<file path="src/rtl/sad_bram_pkg.sv">
// Shared definitions for the stereo SAD BRAM read/write interfaces.
package sad_bram_pkg;

    localparam int unsigned ADDR_W         = 32;
    localparam int unsigned DATA_W         = 32;
    localparam int unsigned WE_W           = 4;
    localparam int unsigned STATE_W        = 4;
    localparam int unsigned BRAM_ADDR_STEP = 4;

    localparam logic [WE_W-1:0] BRAM_WE_ALL  = 4'hF;
    localparam logic [WE_W-1:0] BRAM_WE_NONE = 4'h0;

    typedef enum logic [STATE_W-1:0] {
        ST_IDLE  = 4'd0,
        ST_HOLD  = 4'd7,
        ST_WRITE = 4'd8
    } state_e;

endpackage

</file>
<file path="src/rtl/sad_wr_addr_gen.sv">
// Burst address generator: latches both base addresses and the word count,
// counts accepted beats and presents the current left/right byte addresses.
module sad_wr_addr_gen
    import sad_bram_pkg::*;
#(
    parameter int unsigned LEN_W = 8
) (
    input  logic              clk,
    input  logic              rst,
    input  logic              load,
    input  logic              beat,
    input  logic [ADDR_W-1:0] left_base,
    input  logic [ADDR_W-1:0] right_base,
    input  logic [LEN_W-1:0]  len,
    output logic [ADDR_W-1:0] l_addr_c,
    output logic [ADDR_W-1:0] r_addr_c,
    output logic              last_c
);

    logic [ADDR_W-1:0] l_base_q, l_base_d;
    logic [ADDR_W-1:0] r_base_q, r_base_d;
    logic [LEN_W-1:0]  len_q, len_d;
    logic [LEN_W-1:0]  cnt_q, cnt_d;
    logic [ADDR_W-1:0] offset_c;

    always_comb begin
        l_base_d = l_base_q;
        r_base_d = r_base_q;
        len_d    = len_q;
        cnt_d    = cnt_q;
        if (load) begin
            l_base_d = left_base;
            r_base_d = right_base;
            len_d    = len;
            cnt_d    = '0;
        end else if (beat) begin
            cnt_d = cnt_q + LEN_W'(1);
        end
    end

    always_ff @(posedge clk) begin
        if (rst) begin
            l_base_q <= '0;
            r_base_q <= '0;
            len_q    <= '0;
            cnt_q    <= '0;
        end else begin
            l_base_q <= l_base_d;
            r_base_q <= r_base_d;
            len_q    <= len_d;
            cnt_q    <= cnt_d;
        end
    end

    // Modular 32-bit arithmetic: bursts may wrap past the top of the address space.
    always_comb begin
        offset_c = ADDR_W'(cnt_q) * ADDR_W'(BRAM_ADDR_STEP);
        l_addr_c = l_base_q + offset_c;
        r_addr_c = r_base_q + offset_c;
        last_c   = (cnt_q == (len_q - LEN_W'(1)));
    end

endmodule

</file>
<file path="src/rtl/sad_bram_writer.sv">
// Write-side BRAM interface: streams paired left/right pixel words into the
// two camera BRAMs in lockstep and pulses bram_complete after the last write.
module sad_bram_writer
    import sad_bram_pkg::*;
#(
    parameter int unsigned LEN_W = 8
) (
    input  logic               axi_clk,
    input  logic               axi_rst,
    input  logic               wr_start,
    input  logic [ADDR_W-1:0]  wr_left_base,
    input  logic [ADDR_W-1:0]  wr_right_base,
    input  logic [LEN_W-1:0]   wr_len,
    input  logic [DATA_W-1:0]  l_wdata,
    input  logic [DATA_W-1:0]  r_wdata,
    input  logic               wdata_valid,
    output logic               wdata_ready,
    output logic               busy,
    output logic               bram_complete,
    output logic [STATE_W-1:0] STATE,
    output logic [ADDR_W-1:0]  l_addr_BRAM,
    output logic [ADDR_W-1:0]  r_addr_BRAM,
    output logic [DATA_W-1:0]  l_dout_BRAM,
    output logic [DATA_W-1:0]  r_dout_BRAM,
    output logic               en_BRAM,
    output logic [WE_W-1:0]    we_BRAM,
    output logic               clk_BRAM,
    output logic               rst_BRAM
);

    state_e            state_q, state_d;
    logic              en_q, en_d;
    logic [WE_W-1:0]   we_q, we_d;
    logic [ADDR_W-1:0] l_addr_q, l_addr_d;
    logic [ADDR_W-1:0] r_addr_q, r_addr_d;
    logic [DATA_W-1:0] l_dout_q, l_dout_d;
    logic [DATA_W-1:0] r_dout_q, r_dout_d;
    logic              complete_q, complete_d;

    logic              load_c;
    logic              beat_c;
    logic [ADDR_W-1:0] gen_l_addr_c;
    logic [ADDR_W-1:0] gen_r_addr_c;
    logic              gen_last_c;

    assign load_c = (state_q == ST_IDLE) && wr_start;
    assign beat_c = (state_q == ST_WRITE) && wdata_valid;

    sad_wr_addr_gen #(
        .LEN_W (LEN_W)
    ) u_addr_gen (
        .clk        (axi_clk),
        .rst        (axi_rst),
        .load       (load_c),
        .beat       (beat_c),
        .left_base  (wr_left_base),
        .right_base (wr_right_base),
        .len        (wr_len),
        .l_addr_c   (gen_l_addr_c),
        .r_addr_c   (gen_r_addr_c),
        .last_c     (gen_last_c)
    );

    // Next-state and registered BRAM pin values.
    always_comb begin
        state_d    = state_q;
        en_d       = 1'b0;
        we_d       = BRAM_WE_NONE;
        l_addr_d   = l_addr_q;
        r_addr_d   = r_addr_q;
        l_dout_d   = l_dout_q;
        r_dout_d   = r_dout_q;
        complete_d = 1'b0;
        case (state_q)
            ST_IDLE: begin
                if (wr_start) begin
                    state_d = (wr_len == '0) ? ST_HOLD : ST_WRITE;
                end
            end
            ST_WRITE: begin
                if (wdata_valid) begin
                    en_d     = 1'b1;
                    we_d     = BRAM_WE_ALL;
                    l_addr_d = gen_l_addr_c;
                    r_addr_d = gen_r_addr_c;
                    l_dout_d = l_wdata;
                    r_dout_d = r_wdata;
                    if (gen_last_c) begin
                        state_d = ST_HOLD;
                    end
                end
            end
            ST_HOLD: begin
                l_addr_d   = '0;
                r_addr_d   = '0;
                complete_d = 1'b1;
                state_d    = ST_IDLE;
            end
            default: begin
                state_d = ST_IDLE;
            end
        endcase
    end

    always_ff @(posedge axi_clk) begin
        if (axi_rst) begin
            state_q    <= ST_IDLE;
            en_q       <= 1'b0;
            we_q       <= BRAM_WE_NONE;
            l_addr_q   <= '0;
            r_addr_q   <= '0;
            l_dout_q   <= '0;
            r_dout_q   <= '0;
            complete_q <= 1'b0;
        end else begin
            state_q    <= state_d;
            en_q       <= en_d;
            we_q       <= we_d;
            l_addr_q   <= l_addr_d;
            r_addr_q   <= r_addr_d;
            l_dout_q   <= l_dout_d;
            r_dout_q   <= r_dout_d;
            complete_q <= complete_d;
        end
    end

    assign wdata_ready   = (state_q == ST_WRITE);
    assign busy          = (state_q != ST_IDLE);
    assign STATE         = state_q;
    assign bram_complete = complete_q;
    assign en_BRAM       = en_q;
    assign we_BRAM       = we_q;
    assign l_addr_BRAM   = l_addr_q;
    assign r_addr_BRAM   = r_addr_q;
    assign l_dout_BRAM   = l_dout_q;
    assign r_dout_BRAM   = r_dout_q;
    assign clk_BRAM      = axi_clk;
    assign rst_BRAM      = axi_rst;

endmodule

</file>
<file path="config.mk">
export PLATFORM = sky130hd
export DESIGN_NAME = sad_bram_writer
export DESIGN_NICKNAME = d
export VERILOG_FILES = /design/src/rtl/sad_bram_pkg.sv /design/src/rtl/sad_wr_addr_gen.sv /design/src/rtl/sad_bram_writer.sv
export SDC_FILE = /design/constraint.sdc
export NUM_CORES = 1
export LEC_CHECK = 0
export CAP_MARGIN = 20
export CORE_MARGIN = 4
export CORE_UTILIZATION = 43
export CTS_CLUSTER_SIZE = 10
export DETAILED_ROUTE_END_ITERATION = 10
export GPL_TIMING_DRIVEN = 1
export PLACE_DENSITY = 0.75
export SLEW_MARGIN = 20
export SYNTH_ARGS = -nofsm -noshare
export SYNTH_HDL_FRONTEND = slang
export SYNTH_HIERARCHICAL = 1
export SYNTH_SLANG_ARGS = --single-unit
export TNS_END_PERCENT = 100
</file>
<file path="constraint.sdc">
create_clock -name axi_clk -period 2.4 [get_ports axi_clk]
set_input_delay 0.24 -clock axi_clk [delete_from_list [all_inputs] [get_ports axi_clk]]
set_output_delay 0.24 -clock axi_clk [all_outputs]
set_load 0.03 [all_outputs]
</file>
==> out/qor.csv, run 1 <==
metric,value,unit
cell with the most instances after synthesis,dfxtp_1,
GRT Max-Usage Layer,met2,
Synth Cell Area,9310,µm²
R2R setup slack,0.13,ns
placed inst area,12400,µm²
worst setup path endpoint,clk_BRAM,
Detail Placement HPWL,18800,µm
floorplan row count,53,
grt met3 use,5.01,%
Starting Density,44.0,%
Final period util,95.1,%
final setup vio count,0,
setup bufs post-CTS,0,
final hold slack,0.154,ns
max cap viols,0,
"Top FF cell, synth",dfxtp_1,
Post-synth EDFFs,0,
total track usage,21.0,%
M2 GR Usage,35.5,%
grt total ovfl,0,
# diodes,0,
post-route cell area,13300,µm²
Crit Path Class,clk2out,
clk_lat worst skew,0.63,ns
post-route ant nets,0,
Lkg Pwr,5.10,nW
Vias/cell,5.25,
CTS tree,built,
Yosys top cell area share,45.6,%
Synth Net Count,1163,
area grow syn2layout,42.5,%
Yosys top cell by area,dfxtp_1,
vias in the first global route,7906,
"Hold Vio Cnt, Final",0,
initial DRC count,391,
Mapped Cells,1003,
Peak VDD IR,506,µV
Routed wire per std cell,17.1,µm
Post-synth top cells,"dfxtp_1, nand2_1, nor2_1, a21oi_1, mux2i_1",
fraction of layout cells with a size suffix above 1,7.43,%
"Seq/Total Area, Yosys",45.6,%
Synth Register Bits,212,
final layout net count,1429,
Worst Setup SP,axi_clk,
RePlAce Congestion,0.827,
Post-Synth Adder-Cell Area,2.85,%
xor-xnor portion of the synthesized cell area,6.12,%
number of distinct library cells after synthesis,62,
post-synthesis simple-gate area fraction,15.1,%
first-pass GRT wire length,41800,µm
worst-margin pin slew,0.686,ns
final WL,26600,µm
residual DRC count,0,
Max Clock Freq,441,MHz
post-synthesis mux area share,8.30,%
Die Wd,155,µm
CP arrival,2.04,ns
fill cell count,1796,
maximum fanout along the worst path,2,
clk_skew,0.0224,ns
hold depth,3,
Critical Path Source Type,clock port,
largest family of logic cells by synthesized area,compound AO/OA/AOI/OAI gates,
CP Capture Type,output pin,
Worst Path Required,2.16,ns
Hold/Removal Path Class,in2reg,
Worst-path clk slew,0.06,ns
die height,155,µm
Synth area leaders,"dfxtp_1, mux2i_1, nand2_1",
area occupied by multi-input gates,4610,µm²
Seq. cell area,4250,µm²
min Tclk post-route,2.28,ns
complex-gate fraction of the synthesized area,16.6,%
total power,0.00932,W
Vias,8152,
met1 Use GR,26.8,%
Ys Warns,6,
DIE AREA,24100,µm²
Mean Syn Cell Area,9.28,µm²
Slew Limit Fails,0,
"Async S/R FF share, synth",0,%
largest net degree at the start of global routing,90,
TritonRoute pass-1 iters,5,
worst rel slew slack,54.2,%
worst r2r src,u_addr_gen/cnt_q[0],
R2R Path End,r_addr_BRAM[26],
status,finished clean,
Port Buf Inserts,281,
Register-to-Register Path Depth,10,
Cell Pwr Density,703,nW/µm²
core area,21200,µm²
# IOs,282,
initial antenna violation count,1,
[flip-flops by register name, indices dropped and copies added, names as in the netlist]
signal and flops:
u_addr_gen/l_base_q 32, r_addr_BRAM 32, u_addr_gen/len_q 8, bram_complete 1
u_addr_gen/cnt_q 8, r_dout_BRAM 32, l_addr_BRAM 32, u_addr_gen/r_base_q 32
STATE 2, l_dout_BRAM 32, we_BRAM 1
[metal layers]
layer / share of wire [%] / routed length (µm) / vias to the layer above
met1: 42 / 11200 / 3815
met3: 7.7 / 2050 / 50
met2: 48 / 12700 / 276
li1: - / - / 4009
met5: 0.030 / 8 / -
met4: 2.4 / 634 / 2
[worst min path at each step]
stage	start	end	slack [ns]
after floorplan	axi_clk	clk_BRAM	0.37
after global placement	r_dout_BRAM[19]	r_dout_BRAM[19]	0.44
after detailed placement	r_dout_BRAM[30]	r_dout_BRAM[30]	0.45
after CTS	l_wdata[29]	l_dout_BRAM[29]	0.14
after global routing	r_wdata[8]	r_dout_BRAM[8]	0.17
final	l_wdata[29]	l_dout_BRAM[29]	0.15
[cell families after synthesis]
group | Yosys count
simple gates | 314
compound gates | 217
flops | 212
buf+inv | 98
mux | 77
xor+xnor | 65
fa+ha+maj | 20
[cell usage in the layout (no fill, tap or decap), drive strengths merged, types with 32 or more instances in the layout]
master,instances
nand2,150
mux2i,76
a21oi,85
nor2,93
xnor2,39
dfxtp,212
buf,32
clkdlybuf4s50,279
clkbuf,39
a22o,64
[worst max-delay path: stages]
cell and delay, ns:
clkbuf_16 0.12, clkbuf_16 0.13, clkdlybuf4s50_1 0.60
[through the flow]
stage	setup slack, ns	TNS, ns	cells	utilization (%)
2_1_floorplan	0.0758	0	1003	-
3_3_place_gp	0.0467	0	1512	58.5
3_5_place_dp	0.00211	0	1512	58.5
4_1_cts	0.0422	0	1554	62.5
5_1_grt	-0.0354	-0.0359	1554	62.7
6_report	0.118	0	1554	62.7
[report_power, final]
part	internal (W)	switching [W]
sequential	0.00372	0.000163
combinational	0.000752	0.000800
clock	0.00242	0.00146
total	0.00690	0.00242
[final cells by class]
cell class | instances | share of cell area (%)
inverter | 20 | 0.566
clock inverter | 2 | 0.264
clock buffer | 40 | 6.14
multi-input combinational | 693 | 34.8
tap | 275 | 2.60
sequential | 212 | 32.0
timing repair buffer | 312 | 23.6
[what timing repair did]
action,4_1_cts,5_1_grt
gates resized for setup,2,7
endpoints found under the hold margin,9,0
hold buffers,1,0
setup endpoints to repair,9,10
cloned,0,0
pin swaps,0,0
No activity file was read; power rests on OpenSTA's default activity.
==> inputs of run 2 (changes only) <==
--- a/config.mk
+++ b/config.mk
@@ -7,11 +7,13 @@
 export LEC_CHECK = 0
 export CAP_MARGIN = 20
 export CORE_MARGIN = 4
-export CORE_UTILIZATION = 43
+export CORE_UTILIZATION = 57
 export CTS_CLUSTER_SIZE = 10
 export DETAILED_ROUTE_END_ITERATION = 10
+export DONT_BUFFER_PORTS = 1
+export GPL_ROUTABILITY_DRIVEN = 1
 export GPL_TIMING_DRIVEN = 1
-export PLACE_DENSITY = 0.75
+export PLACE_DENSITY = 0.73
 export SLEW_MARGIN = 20
 export SYNTH_ARGS = -nofsm -noshare
 export SYNTH_HDL_FRONTEND = slang
==> out/qor.csv, run 2 (same netlist as run 1, synthesis figures left out) <==
metric,value,unit
status,finished clean,
"critical path, cell by cell",ha_1 > inv_1 > fa_1 > nand2b_2 > a21oi_4 > o21ai_4 > a2111oi_4 > xor2_1 > a22o_1,
Lkg Pwr,4.67,nW
Vias,7941,
Register-to-Register Path Depth,9,
clk_skew,0.0163,ns
Root Driver,clkbuf_16,
crit path max-delay cell type,fa_1,
min Tclk post-route,2.38,ns
DIE AREA,18400,µm²
post-route cell area,11700,µm²
CP Capture Type,register,
grt total ovfl,0,
Starting Density,58.4,%
Hold/Removal Path Class,in2reg,
initial DRC count,425,
worst rel slew slack,47.8,%
CTS sink count,212,
CP peak stage delay,0.42,ns
final setup vio count,0,
pre-CTS setup slack,-0.118,ns
Max Clock Freq,420,MHz
placed inst area,9470,µm²
Levels on crit path,9,
largest net degree at the start of global routing,122,
RePlAce Congestion,0.844,
Peak VDD IR,478,µV
Worst Slack Setup Final,0.0210,ns
Final period util,99.1,%
Detail Placement HPWL,16200,µm
CP arrival,2.75,ns
floorplan row count,46,
fill cell count,1075,
Critical Path Source Type,register,
Crit Path Class,reg2reg,
worst-margin pin slew,0.782,ns
most frequent cells in the layout,"dfxtp_1, nand2_1, dlygate4sd3_1",
Vias/cell,5.87,
"delay-heaviest family, CP",compound AO/OA/AOI/OAI gates,
final layout net count,1294,
Routed wire per std cell,20.1,µm
vias in the first global route,7866,
maximum fanout along the worst path,7,
total track usage,27.7,%
TritonRoute pass-1 iters,6,
Slew Limit Fails,0,
CTS Buffer Depth,3,
# diodes,0,
clk_lat worst skew,0.50,ns
area grow syn2layout,25.6,%
area occupied by multi-input gates,4670,µm²
Worst Path Required,2.77,ns
first-pass GRT wire length,41600,µm
post-route ant nets,0,
# IOs,282,
initial antenna violation count,1,
max cap viols,0,
die height,136,µm
Worst-path clk slew,0.05,ns
RSZ-0062 raised after global routing,yes,
hold depth,2,
Seq. cell area,4250,µm²
H-tree Lvls,1,
Inserted Clock Buffers,25,
fraction of layout cells with a size suffix above 1,9.15,%
"most common cell after layout, fill and taps aside",dfxtp_1,
Port Buf Inserts,0,
"Buf+Inv Stages, Crit Path",1,
core area,15900,µm²
CTS tree,built,
"Hold Vio Cnt, Final",0,
utilization after layout,73.3,%
Die Wd,136,µm
Cell Pwr Density,719,nW/µm²
residual DRC count,0,
final hold slack,0.0411,ns
final WL,27200,µm
run 2: final cells by class:
type | instances | share of cell area, %
clock buffer | 29 | 5.56
clock inverter | 1 | 0.0428
inverter | 20 | 0.642
multi-input combinational | 694 | 39.9
sequential | 212 | 36.3
tap | 216 | 2.31
timing repair buffer | 181 | 15.2
run 2: worst paths after layout:
path                                from                   to  slack, ns
setup / recovery  u_addr_gen/r_base_q[2]      r_addr_BRAM[26]       0.02
hold / removal                   axi_rst  u_addr_gen/cnt_q[7]       0.04
hold reg to reg   u_addr_gen/r_base_q[1]       r_addr_BRAM[1]       0.50
setup reg to reg  u_addr_gen/r_base_q[2]      r_addr_BRAM[26]       0.02
run 2: timing repair:
item                                    4_1_cts  5_1_grt
buffers inserted                              0        3
gates resized for setup                       1       16
hold buffers                                140        0
endpoints found under the setup margin       12       29
hold endpoints to repair                    139        0
gates cloned                                  0        2
pin swaps                                     0        4
run 2: worst register-to-register path, cell delays in order (launching register included):
cell	delay (ns)
dfxtp_1	0.34
ha_1	0.18
inv_1	0.07
fa_1	0.42
nand2b_2	0.24
a21oi_4	0.18
o21ai_4	0.14
a2111oi_4	0.34
xor2_1	0.11
a22o_1	0.23
run 2: through the flow:
step	TNS, ns	std cells	power [W]
final	0	1353	0.00841
after floorplan	0	1003	0.00494
after global routing	-0.257	1353	0.00873
after detailed placement	-0.556	1178	0.00502
after global placement	-0.222	1178	0.00500
after CTS	0	1348	0.00842
run 2: per-layer routing:
layer  GRT usage [%]  share of wire, %  vias up  routed length, µm
met4            7.95               2.5        2                685
li1                -                 -     3727                  -
met2            48.4                51      314              13800
met5               0             0.048        -                 13
met3            8.88               8.9       54               2410
met1            32.7                38     3844              10300
run 2: where the power goes:
| part | switching, W | total (W) | internal, W |
|---|---|---|---|
| Sequential | 0.000360 | 0.00408 | 0.00372 |
| Clock | 0.00130 | 0.00318 | 0.00187 |
| Combinational | 0.000610 | 0.00115 | 0.000536 |
| Total | 0.00227 | 0.00841 | 0.00613 |
==> inputs of run 3 (changes only) <==
--- a/config.mk
+++ b/config.mk
@@ -8,7 +8,7 @@
 export CAP_MARGIN = 20
 export CORE_MARGIN = 4
 export CORE_UTILIZATION = 57
-export CTS_CLUSTER_SIZE = 10
+export CTS_CLUSTER_SIZE = 16
 export DETAILED_ROUTE_END_ITERATION = 10
 export DONT_BUFFER_PORTS = 1
 export GPL_ROUTABILITY_DRIVEN = 1
==> out/qor.csv, run 3 (same netlist as run 1, synthesis figures left out) <==
metric,value,unit
largest net degree at the start of global routing,121,
CP arrival,2.66,ns
"Hold Vio Cnt, Final",0,
Sw Pwr,0.00234,W
worst rel slew slack,48.4,%
final WL,27200,µm
final setup vio count,0,
RSZ-0062 raised after global routing,yes,
Critical Path Source Type,register,
initial antenna violation count,0,
Seq pwr share,46.7,%
residual DRC count,0,
Hold/Removal Path Class,in2reg,
# diodes,0,
Die Wd,136,µm
Worst-path clk slew,0.06,ns
die height,136,µm
Max Clock Freq,438,MHz
Worst Setup SP,u_addr_gen/r_base_q[2],
status,finished clean,
Final period util,95.0,%
core area,15900,µm²
Hold Startpoint,axi_rst,
# IOs,282,
post-route cell area,11800,µm²
Slew Limit Fails,0,
min Tclk post-route,2.28,ns
fill cell count,1057,
CP Capture Type,register,
floorplan row count,46,
Routed wire per std cell,19.9,µm
Detail Placement HPWL,16200,µm
DIE AREA,18400,µm²
max cap viols,0,
fraction of layout cells with a size suffix above 1,10.2,%
CTS sink count,212,
internal power,0.00640,W
switch share,26.7,%
Cell Pwr Density,739,nW/µm²
vias in the first global route,8002,
Vias,7938,
Root Driver,clkbuf_16,
Starting Density,58.4,%
Crit Path Class,reg2reg,
post-route ant nets,0,
clk_lat worst skew,0.49,ns
final layout net count,1291,
TritonRoute pass-1 iters,5,
Inserted Clock Buffers,22,
grt total ovfl,0,
CTS tree,built,
Vias/cell,5.83,
clock network power share,40.2,%
Port Buf Inserts,0,
Worst Slack Setup Final,0.119,ns
CTS Buffer Depth,3,
DR top layer,met4,
area grow syn2layout,27.1,%
Lkg Pwr,4.73,nW
worst-margin pin slew,0.774,ns
Peak VDD IR,540,µV
total track usage,27.9,%
WL met3,2530,µm
H-tree Lvls,1,
placed inst area,9470,µm²
Met1 Wirelength,10300,µm
routed wl met2,13500,µm
"most common cell after layout, fill and taps aside",dfxtp_1,
Gate power share,13.1,%
most frequent cells in the layout,"dfxtp_1, nand2_1, dlygate4sd3_1",
final hold slack,0.0391,ns
Worst Path Required,2.78,ns
RePlAce Congestion,0.844,
maximum fanout along the worst path,7,
total power,0.00873,W
initial DRC count,491,
pre-CTS setup slack,-0.118,ns
worst r2r src,u_addr_gen/r_base_q[2],
clk_skew,0.00968,ns
first-pass GRT wire length,41900,µm
-- run 3: cell count changes in the layout (fill, tap and decap cells not counted), sizes merged --
cell | before | now
bufinv | 0 | 2
clkbuf | 30 | 32
clkinvlp | 0 | 1
clkinv | 1 | 5
-- run 3: power groups by stage --
stage	clock network, W	registers (W)	logic (W)
2_1_floorplan	0.0000624	0.00410	0.000779
3_3_place_gp	0	0.00414	0.000857
3_5_place_dp	0	0.00415	0.000873
4_1_cts	0.00356	0.00407	0.00111
5_1_grt	0.00373	0.00410	0.00124
6_report	0.00351	0.00408	0.00114
-- run 3: final cells by class --
type,count,area [µm²],area share (%)
tap,216,270,2.29
timing repair buffer,181,1770,15.0
clock inverter,8,96.3,0.815
clock buffer,31,666,5.63
multi-input combinational,694,4700,39.7
sequential,212,4250,35.9
inverter,20,75.1,0.635
-- run 3: critical path, stage by stage (launching register included) --
cell       delay (ns)
dfxtp_1          0.34
ha_1             0.18
inv_1            0.07
fa_1             0.41
nand2b_4         0.19
a21oi_4          0.17
o21ai_4          0.14
a2111oi_4        0.33
xor2_1           0.11
a22o_1           0.22
-- run 3: layer usage --
layer	up-vias	track usage [%]
met5	-	0
met4	0	9.52
met3	62	9.51
met2	326	49.1
met1	3823	31.7
li1	3727	-
-- run 3: stage by stage --
step,std cells,util (%),TNS (ns)
detailed placement,1178,59.4,-0.556
floorplan,1003,-,0
global route,1362,74.2,-0.0655
global placement,1178,59.4,-0.222
finish,1362,74.2,0
CTS,1357,73.1,0
-- run 3: timing repair --
item	4_1_cts	5_1_grt
gates cloned	0	2
setup buffers	0	3
hold buffers	140	0
pin swaps	0	5
endpoints found under the setup margin	12	30
resized for setup	1	20
endpoints found under the hold margin	139	0
-- run 3: worst paths after layout --
| kind | slack, ns | cells past startpoint | endpoint |
|---|---|---|---|
| setup / recovery | 0.12 | 9 | r_addr_BRAM[26] |
| hold / removal | 0.04 | 2 | u_addr_gen/cnt_q[7] |
| setup reg to reg | 0.12 | 9 | r_addr_BRAM[26] |
| hold reg to reg | 0.50 | 1 | r_addr_BRAM[0] |
